`config.mk`:
```
export PLATFORM = sky130hd
export DESIGN_NAME = lsu_mem_master
export DESIGN_NICKNAME = d
export VERILOG_FILES = /design/src/rtl/lsu_mem_master.sv
export SDC_FILE = /design/constraint.sdc
export NUM_CORES = 1
export LEC_CHECK = 0
export CORE_MARGIN = 3
export CORE_UTILIZATION = 52
export CTS_CLUSTER_DIAMETER = 40
export DETAILED_ROUTE_END_ITERATION = 10
export PLACE_DENSITY = 0.94
export SYNTH_ARGS = -nofsm -noshare
export SYNTH_HDL_FRONTEND = slang
export SYNTH_SLANG_ARGS = --single-unit
```
`constraint.sdc`:
```
create_clock -name clk -period 8.75 [get_ports clk]
set_clock_uncertainty 0.05 [all_clocks]
set_input_delay 2.625 -clock clk [delete_from_list [all_inputs] [get_ports clk]]
set_output_delay 2.625 -clock clk [all_outputs]
set_load 0.03 [all_outputs]
```
`src/rtl/lsu_mem_master.sv`:
```
// lsu_mem_master: load/store initiator between the core execute stage and a
// word-addressed data memory.
//
// It accepts one byte, half or word access per request and checks it for
// alignment, address range and a legal size code. Sub-word stores are done as
// a read-modify-write because the memory only writes whole words. Load data is
// sign- or zero-extended, and every accepted request gets a single-cycle
// response.
//
// Optional feature, selected by the macro LSU_BYTE_STROBE_EN:
//   When LSU_BYTE_STROBE_EN is defined, the block adds the mem_wstrb byte-lane
//   enables. Sub-word stores then skip the read phase and write the store data
//   replicated across all lanes.
//
// Ports:
//   clk, rst        rising-edge clock, asynchronous active-high reset
//   req_valid/ready request handshake (ready only in IDLE)
//   req_we          1 = store, 0 = load
//   req_funct3      RV32I size/sign code (B, H, W, BU, HU)
//   req_addr        byte address
//   req_wdata       right-justified store data
//   resp_valid      one-cycle completion pulse
//   resp_err        with resp_valid: misaligned, out of range or illegal funct3
//   resp_rdata      extended load data, 0 after a store or error
//   mem_addr        word-aligned byte address to memory
//   mem_write_data  full word to write
//   mem_write       memory write enable
//   mem_read        memory read enable
//   mem_read_data   combinational read data from memory
//   mem_wstrb       byte-lane write enables (LSU_BYTE_STROBE_EN only)

module lsu_mem_master #(
  parameter int MEM_WORDS = 256
) (
  input  logic        clk,
  input  logic        rst,
  input  logic        req_valid,
  output logic        req_ready,
  input  logic        req_we,
  input  logic [2:0]  req_funct3,
  input  logic [31:0] req_addr,
  input  logic [31:0] req_wdata,
  output logic        resp_valid,
  output logic        resp_err,
  output logic [31:0] resp_rdata,
  output logic [31:0] mem_addr,
  output logic [31:0] mem_write_data,
  output logic        mem_write,
  output logic        mem_read,
`ifdef LSU_BYTE_STROBE_EN
  output logic [3:0]  mem_wstrb,
`endif
  input  logic [31:0] mem_read_data
);

  typedef enum logic [2:0] {IDLE, LOAD, RMW_RD, WRITE, RESP} state_t;

  localparam logic [31:0] BYTE_LIMIT = 32'(4 * MEM_WORDS);

  state_t      state;
  logic [1:0]  lat_addr_lo;
  logic [2:0]  lat_funct3;
  logic        req_err;
  logic [31:0] load_data;
  logic [7:0]  ld_byte;
  logic [15:0] ld_half;
`ifndef LSU_BYTE_STROBE_EN
  logic [15:0] lat_wdata;
  logic [31:0] merged_word;
`endif

  // The request is classified before it is accepted. Stores only allow
  // B/H/W. Sizes H and HU need an even address. W needs a word-aligned
  // address.
  always_comb begin
    req_err = 1'b0;
    if (req_we) begin
      if (!(req_funct3 inside {3'b000, 3'b001, 3'b010})) req_err = 1'b1;
    end else begin
      if (!(req_funct3 inside {3'b000, 3'b001, 3'b010, 3'b100, 3'b101})) req_err = 1'b1;
    end
    if (req_funct3[1:0] == 2'b01 && req_addr[0]) req_err = 1'b1;
    if (req_funct3[1:0] == 2'b10 && req_addr[1:0] != 2'b00) req_err = 1'b1;
    if (req_addr >= BYTE_LIMIT) req_err = 1'b1;
  end

  // The byte lane and half lane are picked from the read word. funct3[2]
  // selects zero-extension; otherwise the value is sign-extended.
  always_comb begin
    ld_byte = mem_read_data[7:0];
    case (lat_addr_lo)
      2'd1: ld_byte = mem_read_data[15:8];
      2'd2: ld_byte = mem_read_data[23:16];
      2'd3: ld_byte = mem_read_data[31:24];
      default: ld_byte = mem_read_data[7:0];
    endcase
    ld_half = lat_addr_lo[1] ? mem_read_data[31:16] : mem_read_data[15:0];
    case (lat_funct3)
      3'b000:  load_data = {{24{ld_byte[7]}}, ld_byte};
      3'b100:  load_data = {24'h0, ld_byte};
      3'b001:  load_data = {{16{ld_half[15]}}, ld_half};
      3'b101:  load_data = {16'h0, ld_half};
      default: load_data = mem_read_data;
    endcase
  end

`ifndef LSU_BYTE_STROBE_EN
  // Read-modify-write merge: SH replaces the addressed half, SB replaces
  // the addressed byte, and the rest of the word is kept as read.
  always_comb begin
    merged_word = mem_read_data;
    if (lat_funct3[0]) begin
      if (lat_addr_lo[1]) merged_word[31:16] = lat_wdata;
      else                merged_word[15:0]  = lat_wdata;
    end else begin
      case (lat_addr_lo)
        2'd0: merged_word[7:0]   = lat_wdata[7:0];
        2'd1: merged_word[15:8]  = lat_wdata[7:0];
        2'd2: merged_word[23:16] = lat_wdata[7:0];
        default: merged_word[31:24] = lat_wdata[7:0];
      endcase
    end
  end
`endif

  // Main controller. All memory-side and response outputs are registered
  // here. resp_valid is set on the same edge that enters RESP, so it is high
  // exactly while the FSM is in RESP. An asynchronous reset clears mem_write
  // at once, so an access that is in flight never completes.
  always_ff @(posedge clk or posedge rst) begin
    if (rst) begin
      state          <= IDLE;
      req_ready      <= 1'b1;
      resp_valid     <= 1'b0;
      resp_err       <= 1'b0;
      resp_rdata     <= 32'h0;
      mem_addr       <= 32'h0;
      mem_write_data <= 32'h0;
      mem_write      <= 1'b0;
      mem_read       <= 1'b0;
      lat_addr_lo    <= 2'b00;
      lat_funct3     <= 3'b000;
`ifdef LSU_BYTE_STROBE_EN
      mem_wstrb      <= 4'h0;
`else
      lat_wdata      <= 16'h0;
`endif
    end else begin
      resp_valid <= 1'b0;
      case (state)
        IDLE: begin
          if (req_valid) begin
            req_ready   <= 1'b0;
            lat_addr_lo <= req_addr[1:0];
            lat_funct3  <= req_funct3;
            mem_addr    <= {req_addr[31:2], 2'b00};
`ifndef LSU_BYTE_STROBE_EN
            lat_wdata   <= req_wdata[15:0];
`endif
            if (req_err) begin
              resp_valid <= 1'b1;
              resp_err   <= 1'b1;
              resp_rdata <= 32'h0;
              state      <= RESP;
            end else if (!req_we) begin
              mem_read <= 1'b1;
              state    <= LOAD;
            end else if (req_funct3 == 3'b010) begin
              mem_write      <= 1'b1;
              mem_write_data <= req_wdata;
`ifdef LSU_BYTE_STROBE_EN
              mem_wstrb      <= 4'b1111;
`endif
              state          <= WRITE;
            end else begin
`ifdef LSU_BYTE_STROBE_EN
              // Strobed sub-word store: the data is replicated so the
              // addressed lane carries it whatever the offset.
              mem_write <= 1'b1;
              if (req_funct3[0]) begin
                mem_write_data <= {2{req_wdata[15:0]}};
                mem_wstrb      <= req_addr[1] ? 4'b1100 : 4'b0011;
              end else begin
                mem_write_data <= {4{req_wdata[7:0]}};
                mem_wstrb      <= 4'b0001 << req_addr[1:0];
              end
              state <= WRITE;
`else
              mem_read <= 1'b1;
              state    <= RMW_RD;
`endif
            end
          end
        end
        LOAD: begin
          mem_read   <= 1'b0;
          resp_rdata <= load_data;
          resp_err   <= 1'b0;
          resp_valid <= 1'b1;
          state      <= RESP;
        end
        RMW_RD: begin
`ifdef LSU_BYTE_STROBE_EN
          mem_read  <= 1'b0;
          req_ready <= 1'b1;
          state     <= IDLE;
`else
          mem_read       <= 1'b0;
          mem_write      <= 1'b1;
          mem_write_data <= merged_word;
          state          <= WRITE;
`endif
        end
        WRITE: begin
          mem_write  <= 1'b0;
          resp_rdata <= 32'h0;
          resp_err   <= 1'b0;
          resp_valid <= 1'b1;
          state      <= RESP;
        end
        RESP: begin
          req_ready <= 1'b1;
          state     <= IDLE;
        end
        default: begin
          req_ready <= 1'b1;
          state     <= IDLE;
        end
      endcase
    end
  end

endmodule

```
After elaboration in Yosys (flattened, before gate mapping) --
Index checks and enable logic that the tools add are counted. W data, S select, Z words.
Word-level totals: output and inout bits 101, latch bits 0, memories kept 0, memory bits (read-only) 0, word-level logic and storage cells 107, bits in writable memories 0, flip-flop bits (word level) 123
Cells by class: multipliers 0, shift operators 0, equal/unequal tests 21, reduce and logical (&&, ||, !) cells 25, div/mod/pow operators 0, add/sub/neg operators 0, $lt $le $gt $ge 1, bitwise gates (word level) 1, mux-type cells 47
Operators by type and width (number):
- $mux W32 | 7
- $pmux W32 S4 | 1
- $pmux W32 S3 | 1
- $pmux W32 S2 | 1
- $mux W16 | 3
- $ge A32 B11 Y1 const B | 1
- $mux W8 | 4
- $pmux W8 S3 | 1
- $mux W1 | 20
- $eq A3 B3 Y1 const B | 4
- $ne A2 B2 Y1 const B | 5
- $reduce_and A5 Y1 | 2
- $eq A3 B1 Y1 const B | 3
- $eq A3 B2 Y1 const B | 3
- $logic_not A3 Y1 | 3
- $pmux W3 S3 | 1
- $reduce_bool A3 Y1 | 3
- $pmux W1 S2 | 4
- $reduce_bool A2 Y1 | 4
- $eq A2 B2 Y1 const B | 3
- $mux W3 | 2
- $reduce_and A3 Y1 | 2
- $reduce_or A3 Y1 | 2
- $reduce_bool A5 Y1 | 1
- other kinds (10) | 14

Longest topological paths before layout --
Gate-level depths: netlist (run 1).
depth after elaboration 10, mapped depth 7

Worst setup path after synthesis (run 1) --
Ideal clock, no wire load.
path type input to register, from input port req_addr[14], to register mem_write_data[7], required time 8555 ps, library setup time 145 ps, path slack 4807 ps, buffers on the path 1, arrival 3748 ps, stages 5, path through nor4_1 -> nand4_1 -> clkbuf_1 -> o311ai_0 -> o211ai_1
Between the ends: word-level cells in the longest chain between the ends 4
Ends and longest elaborated chain:
- from (decl) | RTL line 41 | input logic [31:0] req_addr,
- $ge A32 B11 Y1 | RTL line 84 | if (req_addr >= BYTE_LIMIT) req_err = 1'b1;
- $mux W1 | RTL line 84
- $ne A2 B2 Y1 (no line)
- $reduce_and A5 Y1 (no line)
- to (signal assigned) | RTL line 170 | mem_write_data <= req_wdata;
- to (signal assigned) | RTL line 210 | mem_write_data <= merged_word;
- to (decl) | RTL line 47 | output logic [31:0] mem_write_data,
No other way between the ends. A chain may end at the register's enable or synchronous reset.

Worst setup path in the final report (run 1) --
from input port req_funct3[2], to register mem_write_data[19]
Between the ends: word-level cells in the longest chain between the ends 9, elaborated cells on any way between the ends 16
Ends and longest elaborated chain:
- from (decl) | RTL line 40 | input logic [2:0] req_funct3,
- $eq A3 B1 Y1 (tied with other cells) | RTL line 78, 80
- $reduce_bool A5 Y1 / $reduce_bool A3 Y1 (equally long branches) | RTL line 80, 78
- $mux W1 (on tied branches) | RTL line 80, 78
- $mux W1 | RTL line 77 | if (req_we) begin
- $mux W1 | RTL line 82 | if (req_funct3[1:0] == 2'b01 && req_addr[0]) req_err = 1'b1;
- $mux W1 | RTL line 83 | if (req_funct3[1:0] == 2'b10 && req_addr[1:0] != 2'b00) req_err = 1'b1;
- $mux W1 | RTL line 84
- $ne A2 B2 Y1 (no line)
- $reduce_and A5 Y1 (no line) *
Every way passes the cells marked *; elsewhere a longest branch is shown, timed or not.

==> results of run 1 <==
==> through the flow <==
stage / instance area (um2) / setup slack [ns]
3_5_place_dp: 8760 / 3.44
2_1_floorplan: 6790 / 2.81
3_3_place_gp: 8760 / 3.54
6_report: 9360 / 3.76
4_1_cts: 9360 / 3.86
5_1_grt: 9360 / 3.57
==> worst min-delay path by stage <==
stage / start / end / slack, ns / depth (start not counted)
5_1_grt: mem_addr[30] / mem_addr[30] / 0.47 / 1
6_report: mem_addr[2] / mem_addr[2] / 0.45 / 1
2_1_floorplan: lat_wdata[10] / lat_wdata[10] / 0.45 / 2
3_3_place_gp: mem_addr[2] / mem_addr[2] / 0.42 / 1
3_5_place_dp: mem_addr[2] / mem_addr[2] / 0.43 / 1
4_1_cts: mem_addr[2] / mem_addr[2] / 0.45 / 1
==> cells by family after synthesis <==
logic type                after synthesis
DFF                                   123
muxes                                  56
other                                   1
and+or+nand+nor                       209
xor gates and xnor gates                1
AOI/OAI and AO/OA                     185
buffers and inverters                  96
==> area by class of cell <==
| type | instances | share of cell area [%] |
|---|---|---|
| sequential | 123 | 32.9 |
| inverter | 27 | 1.11 |
| tap | 172 | 2.30 |
| multi-input combinational | 453 | 35.0 |
| clock buffer | 20 | 4.88 |
| timing repair buffer | 211 | 22.3 |
| clock inverter | 12 | 1.56 |
==> sequential cells by signal (all words and copies together) (netlist names) <==
name            flops
lat_addr_lo         2
lat_funct3          3
lat_wdata          16
mem_addr           30
mem_read            1
mem_write           1
mem_write_data     32
req_ready           1
resp_err            1
resp_rdata         32
resp_valid          1
state               3
==> report_power, final <==
part / total, uW / internal [uW] / switching, uW
combinational: 316 / 141 / 175
sequential: 638 / 605 / 32.5
clock: 719 / 460 / 259
==> per-layer routing <==
layer | track usage, % | part of all wire, % | up-vias | wire (um)
met5 | 0 | 0 | - | 0
li1 | - | - | 2870 | -
met4 | 13.7 | 3.6 | 0 | 773
met3 | 9.54 | 10 | 65 | 2180
met1 | 38.4 | 39 | 3125 | 8340
met2 | 47.9 | 47 | 400 | 10200
==> worst reg2reg max path, stage by stage, from the launching register on <==
cell and delay, ns:
dfrtp_1 0.52, buf_4 0.38, nor3b_2 1.09, a31oi_4 0.46, o221ai_1 0.33
==> cell usage in the layout, fill, tap and decap left out, types with 20 or more instances in the layout <==
master	instances
mux2_2	38
nand4_1	20
o221ai_1	34
nand2_1	67
clkdlybuf4s50_1	201
o311ai_0	32
inv_1	26
nor2b_1	25
nor2_1	25
o211ai_1	36
dfrtp_1	122
nand3_1	22
==> metrics.txt, run 1 <==
ys flop type=dfrtp_1; Synth Area in Compound Gates=22.5%; post-synth top area share=a little under half; area of the multi-input gates=roughly 0.0033 mm2; Max clock buf depth=2; IO Pins=between 200 and 250; Setup CP Type=in -> reg; Synth-to-Final Area Change=38.1%; post-synth cell types=between 50 and 60; clk sinks=~120; Power Total=about 1700 uW; initial antenna violation count=0; Initial Util=about 54%; fin crit share=between 50% and 60%; RSZ-0062 raised after global routing=no; Setup crit start=req_funct3[2]; first-pass GRT wire length=between 30000 and 40000 um; r2r startpoint=state[0]; synth top area cells=dfrtp_1 (45%), mux2_2 (6.3%), o221ai_1 (4.4%); CP cell instances=clkdlybuf4s50_1 -> and4bb_2 -> nand3_1 -> o311ai_0 -> o211ai_1; Post-Layout Cell Count=roughly 1000; status=finished, final reports clean; Ys Warns=0; Layout fillers=a little under 900; Post-CTS Setup Bufs=0; Cells after DPL=between 900 and 1000; area leader, netlist=dfrtp_1; min cycle time layout=approximately 5 ns; All-Layer GR Usage=a little under a third; vias in the first global route=about 6500; Core Area=around 0.013 mm2; TritonCTS clock tree=built; mux share of post-synthesis cell area=a little under a tenth; router iterations before antenna repair=5; CP endpoint=mem_write_data[19]; Via density=about 6.3; post-synthesis simple-gate area fraction=roughly 16%; root buf cell=clkbuf_16; reg2reg end=resp_rdata[27]; # setup viols final=0; Stages on worst setup path=5; largest family of logic cells by synthesized area=compound AO/OA/AOI/OAI gates; Rows=41; Seq/Total Area, Yosys=a little under half; leak pwr=roughly 0.0038 uW; CTS Buf Count=17; Hold WS=~0.45 ns; Worst VDD drop=roughly 0.00014 V; Fin. Hold Viols=0; Hold-fix buffers, CTS=0; Slew headroom=13.8%; gr ovfl total=0; dpl hpwl=14900 um; Crit path max-delay family=simple AND/OR/NAND/NOR gates; Die Span Y=~120 um; Register-to-Register Path Depth=4; Worst-Skew Late Latency=0.42 ns; FF-to-FF setup slack=just under 6 ns; Pwr Density=between 150 and 200 mW/mm2; worst stage delay on the critical path=~0.81 ns; final core occ=about 74%; Iter 0 DRT Violations=820; Synth Cell Area=roughly 0.0068 mm2; Post-Syn Area per Cell=~10 um2; arrival time worst endpoint=5.22 ns; # DRC=0; setup tns final=0 ns; layout cells sized above 1=11.8%; Post-Synthesis Cells=roughly 670; post-synthesis adder-cell area fraction=0%; routed vias=roughly 6500; fmax=roughly 200 MHz; flops & latches, synth=roughly 120; port buffer count=201; clk slew on worst S/H paths=roughly 0.060 ns; post-CTS sizing=0; top-count cell post-synth=dfrtp_1; Post-synth ARST share=100%; full die area=around 0.014 mm2; CP bufs+invs=1; wire per inst=between 20 and 25 um; max-slew violations=0; Final ANT Viol Nets=0; Ant. Diodes=0; final wirelength=approximately 21000 um; top cells by count, synth=dfrtp_1 (122), nand2_1 (67), mux2_2 (38); max cap viols=0; CP required=about 9 ns; worst hold-check path type=reg -> reg; critical path launch point type=input port; GPL Wtd Cong=0.911; nets@finish=936; CP Capture Type=flip-flop; Crit-path slowest cell=nand3_1; Reg area=0.00308 mm2; Worst Tran Pin Value=around 1.3 ns; htree depth=4; Synth Area in XOR/XNOR=less than 1%; chip width=120 um; Worst Path Max Fanout=32; Post-synth EDFFs=0; largest net degree at the start of global routing=68
No activity file was read; power rests on OpenSTA's default activity.
==> run 2: changes to the inputs <==
--- a/config.mk
+++ b/config.mk
@@ -6,10 +6,10 @@
 export NUM_CORES = 1
 export LEC_CHECK = 0
 export CORE_MARGIN = 3
-export CORE_UTILIZATION = 52
+export CORE_UTILIZATION = 48
 export CTS_CLUSTER_DIAMETER = 40
 export DETAILED_ROUTE_END_ITERATION = 10
-export PLACE_DENSITY = 0.94
+export PLACE_DENSITY = 0.88
 export SYNTH_ARGS = -nofsm -noshare
 export SYNTH_HDL_FRONTEND = slang
 export SYNTH_SLANG_ARGS = --single-unit
==> constraint.sdc (replaced) <==
create_clock -name clk -period 5.2 [get_ports clk]
set_clock_uncertainty 0.05 [all_clocks]
set_input_delay 1.56 -clock clk [delete_from_list [all_inputs] [get_ports clk]]
set_output_delay 1.56 -clock clk [all_outputs]
set_load 0.03 [all_outputs]
==> run 2 against run 1 <==
Final cell count grew 0.88%. Flip-flop and latch count is the same. Global-route usage shrank 2.9 points. Clock power grew 53%. Via count grew 0.19%. Die area grew 7.9%. Wire length shrank 0.35%. Clock-buffer cell count grew 9. Worst setup slack lost 2.2 ns. Combinational power grew 70%. First-iteration DRC count shrank 11%. Core utilization shrank 4.5 points. Critical path type unchanged. Critical endpoint is now mem_write_data[20]. Largest power group unchanged. Highest routed layer unchanged.
==> metrics.txt, run 2 (synthesis results as in run 1) <==
status=finished, final reports clean; max-slew violations=0; Max clock buf depth=2; layout cells sized above 1=a little under an eighth; Hold Startpoint=mem_addr[31]; worst hold-check path type=reg -> reg; Rows=42; dpl hpwl=15100 um; IO Pins=roughly 200; r2r startpoint=lat_funct3[0]; wire per inst=about 21 um; Layout fillers=a little over 1000; Most Used Layer, Global Route=met2; setup tns final=0 ns; initial antenna violation count=0; Slew headroom=between 20% and 30%; setup ws final=roughly 1.5 ns; Setup CP Type=in -> reg; vias in the first global route=6387; Final ANT Viol Nets=0; Worst Path Max Fanout=22; gr ovfl total=0; fmax=roughly 270 MHz; CTS Buf Count=17; Initial Util=about half; clk slew on worst S/H paths=approximately 0.050 ns; Die Span Y=about 120 um; Via density=approximately 6.3; arrival time worst endpoint=about 3.9 ns; # DRC=0; htree depth=4; # setup viols final=0; Register-to-Register Path Depth=4; reg2reg end=resp_rdata[6]; fin crit share=70.5%; Iter 0 DRT Violations=around 730; DP Worst Slack=1.13 ns; min cycle time layout=between 3 and 4 ns; CP cell instances=clkdlybuf4s50_1 -> nor4_1 -> o211a_1 -> nand3_2 -> o211ai_1; chip width=approximately 120 um; commonest non-fill, non-tap cell in the layout=clkdlybuf4s50_1; Final Cell Area=about 0.0094 mm2; worst stage delay on the critical path=0.70 ns; Crit-path slowest cell=o211a_1; max cap viols=0; Hold-fix buffers, CTS=0; first-pass GRT wire length=34600 um; TritonCTS clock tree=built; most frequent cells in the layout=clkdlybuf4s50_1 (201), dfrtp_1 (122), nand2_1 (67); routed vias=6472; leak pwr=0.00378 uW; Worst VDD drop=0.000269 V; Worst Tran Pin Value=around 1.1 ns; Hold WS=between 0.4 and 0.5 ns; Pwr Density=~290 mW/mm2; full die area=0.0156 mm2; All-Layer GR Usage=about 27%; Synth-to-Final Area Change=38.1%; root buf cell=clkbuf_16; top flop regs=mem_write_data (32), resp_rdata (32), mem_addr (30); clk sinks=123; critical path launch point type=input port; router iterations before antenna repair=5; Cell Area, Placed=~0.0088 mm2; largest net degree at the start of global routing=72; GR Util met1=between 30% and 40%; Worst-Skew Late Latency=between 0.4 and 0.5 ns; nets@finish=roughly 940; Fin. Hold Viols=0; CP Capture Type=flip-flop; met2 Usage GRT=between 40% and 50%; GPL Wtd Cong=0.919; grt met3 use=9.01%; Ant. Diodes=0; post-CTS sizing=0; CP required=5.48 ns; port buffer count=201; Core Area=between 0.01 and 0.015 mm2; Post-CTS Setup Bufs=0; final wirelength=about 21000 um; FF-to-FF setup slack=between 2 and 2.5 ns; hold path cells=1; Power Total=roughly 2700 uW; RSZ-0062 raised after global routing=no; WHS Endpoint=mem_addr[31]
run 2: worst max path at each step:
stage / startpoint / to / slack, ns / cells past startpoint
after floorplan: rst / lat_addr_lo[0] / 0.32 / 1
after global placement: req_funct3[2] / mem_write_data[3] / 1.22 / 5
after detailed placement: req_funct3[2] / mem_write_data[20] / 1.13 / 5
after CTS: req_addr[0] / mem_write_data[20] / 1.59 / 5
after global routing: req_funct3[2] / mem_write_data[20] / 1.35 / 5
final: req_addr[22] / mem_write_data[20] / 1.53 / 5
run 2: routing by layer:
metal	up-vias	routed length (um)
met5	-	0
met4	0	795
met3	65	2070
met2	395	9980
met1	3139	8550
li1	2873	-
run 2: worst max-delay path, delay by kind of cell:
family | cells | cell delay (ns)
AO/OA/AOI/OAI | 2 | 1.03
buffers and inverters | 1 | 0.43
AND/OR/NAND/NOR | 2 | 0.91
run 2: area by class of cell:
class	count	area [um2]	area share, %
multi-input cells	453	3280	35.0
flip-flops and latches	123	3080	32.9
inverters	27	104	1.11
well taps	176	220	2.35
clock buffers	29	500	5.34
clock inverters	3	40.0	0.427
repair buffers	216	2150	22.9
run 2: stage by stage:
step,util [%],instances
3_5_place_dp,65.4,995
5_1_grt,69.4,1027
2_1_floorplan,-,672
3_3_place_gp,65.4,995
4_1_cts,69.4,1027
6_report,69.4,1027
run 2: report_power, final:
part	switching, uW	total, uW	internal (uW)
registers	52.4	1070	1020
logic	296	537	241
clock network	405	1100	693
==> run 3: changes to the inputs <==
==> constraint.sdc (replaced) <==
create_clock -name clk -period 3.7 [get_ports clk]
set_clock_uncertainty 0.05 [all_clocks]
set_input_delay 1.11 -clock clk [delete_from_list [all_inputs] [get_ports clk]]
set_output_delay 1.11 -clock clk [all_outputs]
set_load 0.03 [all_outputs]
==> run 3 against run 2 <==
Final cell count rose by 0.39%. Critical path depth did not move. Wire length fell by 0.29%.
==> metrics.txt, run 3 (synthesis results as in run 1) <==
Setup CP Type=in -> reg; IO Pins=around 200; All-Layer GR Usage=roughly 27%; Initial Util=between 50 and 60%; met2 WL=about 10000 um; CTS Buf Count=17; r2r startpoint=state[0]; Worst Tran Pin Value=~1.3 ns; top flop regs=mem_write_data (32), resp_rdata (32), mem_addr (30); Ant. Diodes=0; Register-to-Register Path Depth=5; router iterations before antenna repair=6; Synth-to-Final Area Change=40.3%; met1 wire length=roughly 8400 um; dpl hpwl=around 15000 um; port buffer count=roughly 200; layout cells sized above 1=12.6%; WHS Endpoint=mem_addr[31]; Worst VDD drop=~0.00032 V; Psw=~1100 uW; chip width=between 100 and 150 um; nets@finish=between 900 and 1000; # setup viols final=0; fin crit share=79.3%; Layout fillers=~1000; # DRC=0; Hold WS=0.441 ns; uppermost layer routed=met4; Core Area=0.0135 mm2; vias in the first global route=about 6400; Fin. Hold Viols=0; Slew headroom=approximately 15%; met3 wire len=2080 um; combinational fraction of design power=between 10% and 20%; initial antenna violation count=0; Worst-Skew Late Latency=roughly 0.42 ns; commonest non-fill, non-tap cell in the layout=clkdlybuf4s50_1; fmax=341 MHz; Hold-fix buffers, CTS=0; Internal Power=slightly above 3000 uW; final wirelength=about 21000 um; arrival time worst endpoint=around 3.2 ns; critical path launch point type=input port; largest net degree at the start of global routing=50; status=finished, final reports clean; min cycle time layout=between 2 and 3 ns; htree depth=4; routed vias=6462; RSZ-0062 raised after global routing=no; Pwr Density=between 400 and 500 mW/mm2; hold path cells=1; first-pass GRT wire length=around 34000 um; Hold Startpoint=mem_addr[31]; root buf cell=clkbuf_16; most frequent cells in the layout=clkdlybuf4s50_1 (201), dfrtp_1 (122), nand2_1 (67); max-slew violations=0; post-CTS sizing=0; sw frac=26.0%; gr ovfl total=0; Iter 0 DRT Violations=slightly above 600; wire per inst=~21 um; Max clock buf depth=2; max cap viols=0; Post-CTS Setup Bufs=0; setup tns final=0 ns; CP required=approximately 4 ns; reg2reg end=mem_write_data[16]; CP Capture Type=flip-flop; worst hold-check path type=reg -> reg; Worst Path Max Fanout=17; Rows=42; sequential share of power=36.7%; full die area=between 0.015 and 0.02 mm2; final core occ=roughly 70%; FF-to-FF setup slack=roughly 1.2 ns; clock share of power=45.0%; Post-Layout Cell Count=slightly above 1000; Via density=6.27; Cells after DPL=around 1000; TritonCTS clock tree=built; Final ANT Viol Nets=0; GPL Wtd Cong=0.908; Die Span Y=approximately 120 um; clk sinks=123; clk slew on worst S/H paths=around 0.05 ns; leak pwr=just under 0.004 uW
## run 3: cell count changes in the layout (fill, tap and decap cells not counted), sizes merged
cell      change
buf           +4
bufinv        +3
clkbuf        -2
clkinv        -1
clkinvlp      +1
inv           -1
## run 3: layout make-up
cell class	count	area (um2)	area share, %
multi-input combinational	453	3280	34.4
sequential	123	3080	32.4
timing repair buffer	220	2170	22.8
clock buffer	27	543	5.71
tap	176	220	2.31
clock inverter	5	125	1.31
inverter	27	105	1.10
## run 3: how the worst max path moves through the flow
stage            startpoint            endpoint  slack (ns)
2_1_floorplan           rst      lat_addr_lo[0]        1.03
3_3_place_gp   req_addr[30]   mem_write_data[5]        0.43
3_5_place_dp   req_addr[30]  mem_write_data[23]        0.36
4_1_cts        req_addr[30]   mem_write_data[6]        0.80
5_1_grt        req_addr[13]   mem_write_data[6]        0.64
6_report       req_addr[30]   mem_write_data[6]        0.77
## run 3: power by group through the flow
stage	registers (uW)	logic (uW)	clock network, uW
6_report	1510	751	1850
3_3_place_gp	1520	734	0
3_5_place_dp	1530	742	0
5_1_grt	1520	802	1930
2_1_floorplan	1600	347	0
4_1_cts	1510	748	1870
## run 3: per-layer routing
metal | vias to the layer above | global-route usage [%]
met2 | 376 | 42.4
met5 | - | 0
li1 | 2888 | -
met4 | 0 | 12.1
met1 | 3120 | 34.9
met3 | 78 | 8.23
## run 3: worst max-delay path: stages
cell             delay (ns)
clkdlybuf4s50_1        0.47
nor4_1                 0.41
and4_1                 0.48
nand3_2                0.41
o211ai_1               0.32
## run 3: per-stage QoR
step / power (uW) / setup slack [ns] / cell area [um2]
CTS: 4130 / 0.798 / 9520
floorplan: 1950 / 1.03 / 6790
global route: 4250 / 0.637 / 9520
global placement: 2260 / 0.431 / 8850
detailed placement: 2270 / 0.356 / 8850
finish: 4110 / 0.766 / 9520
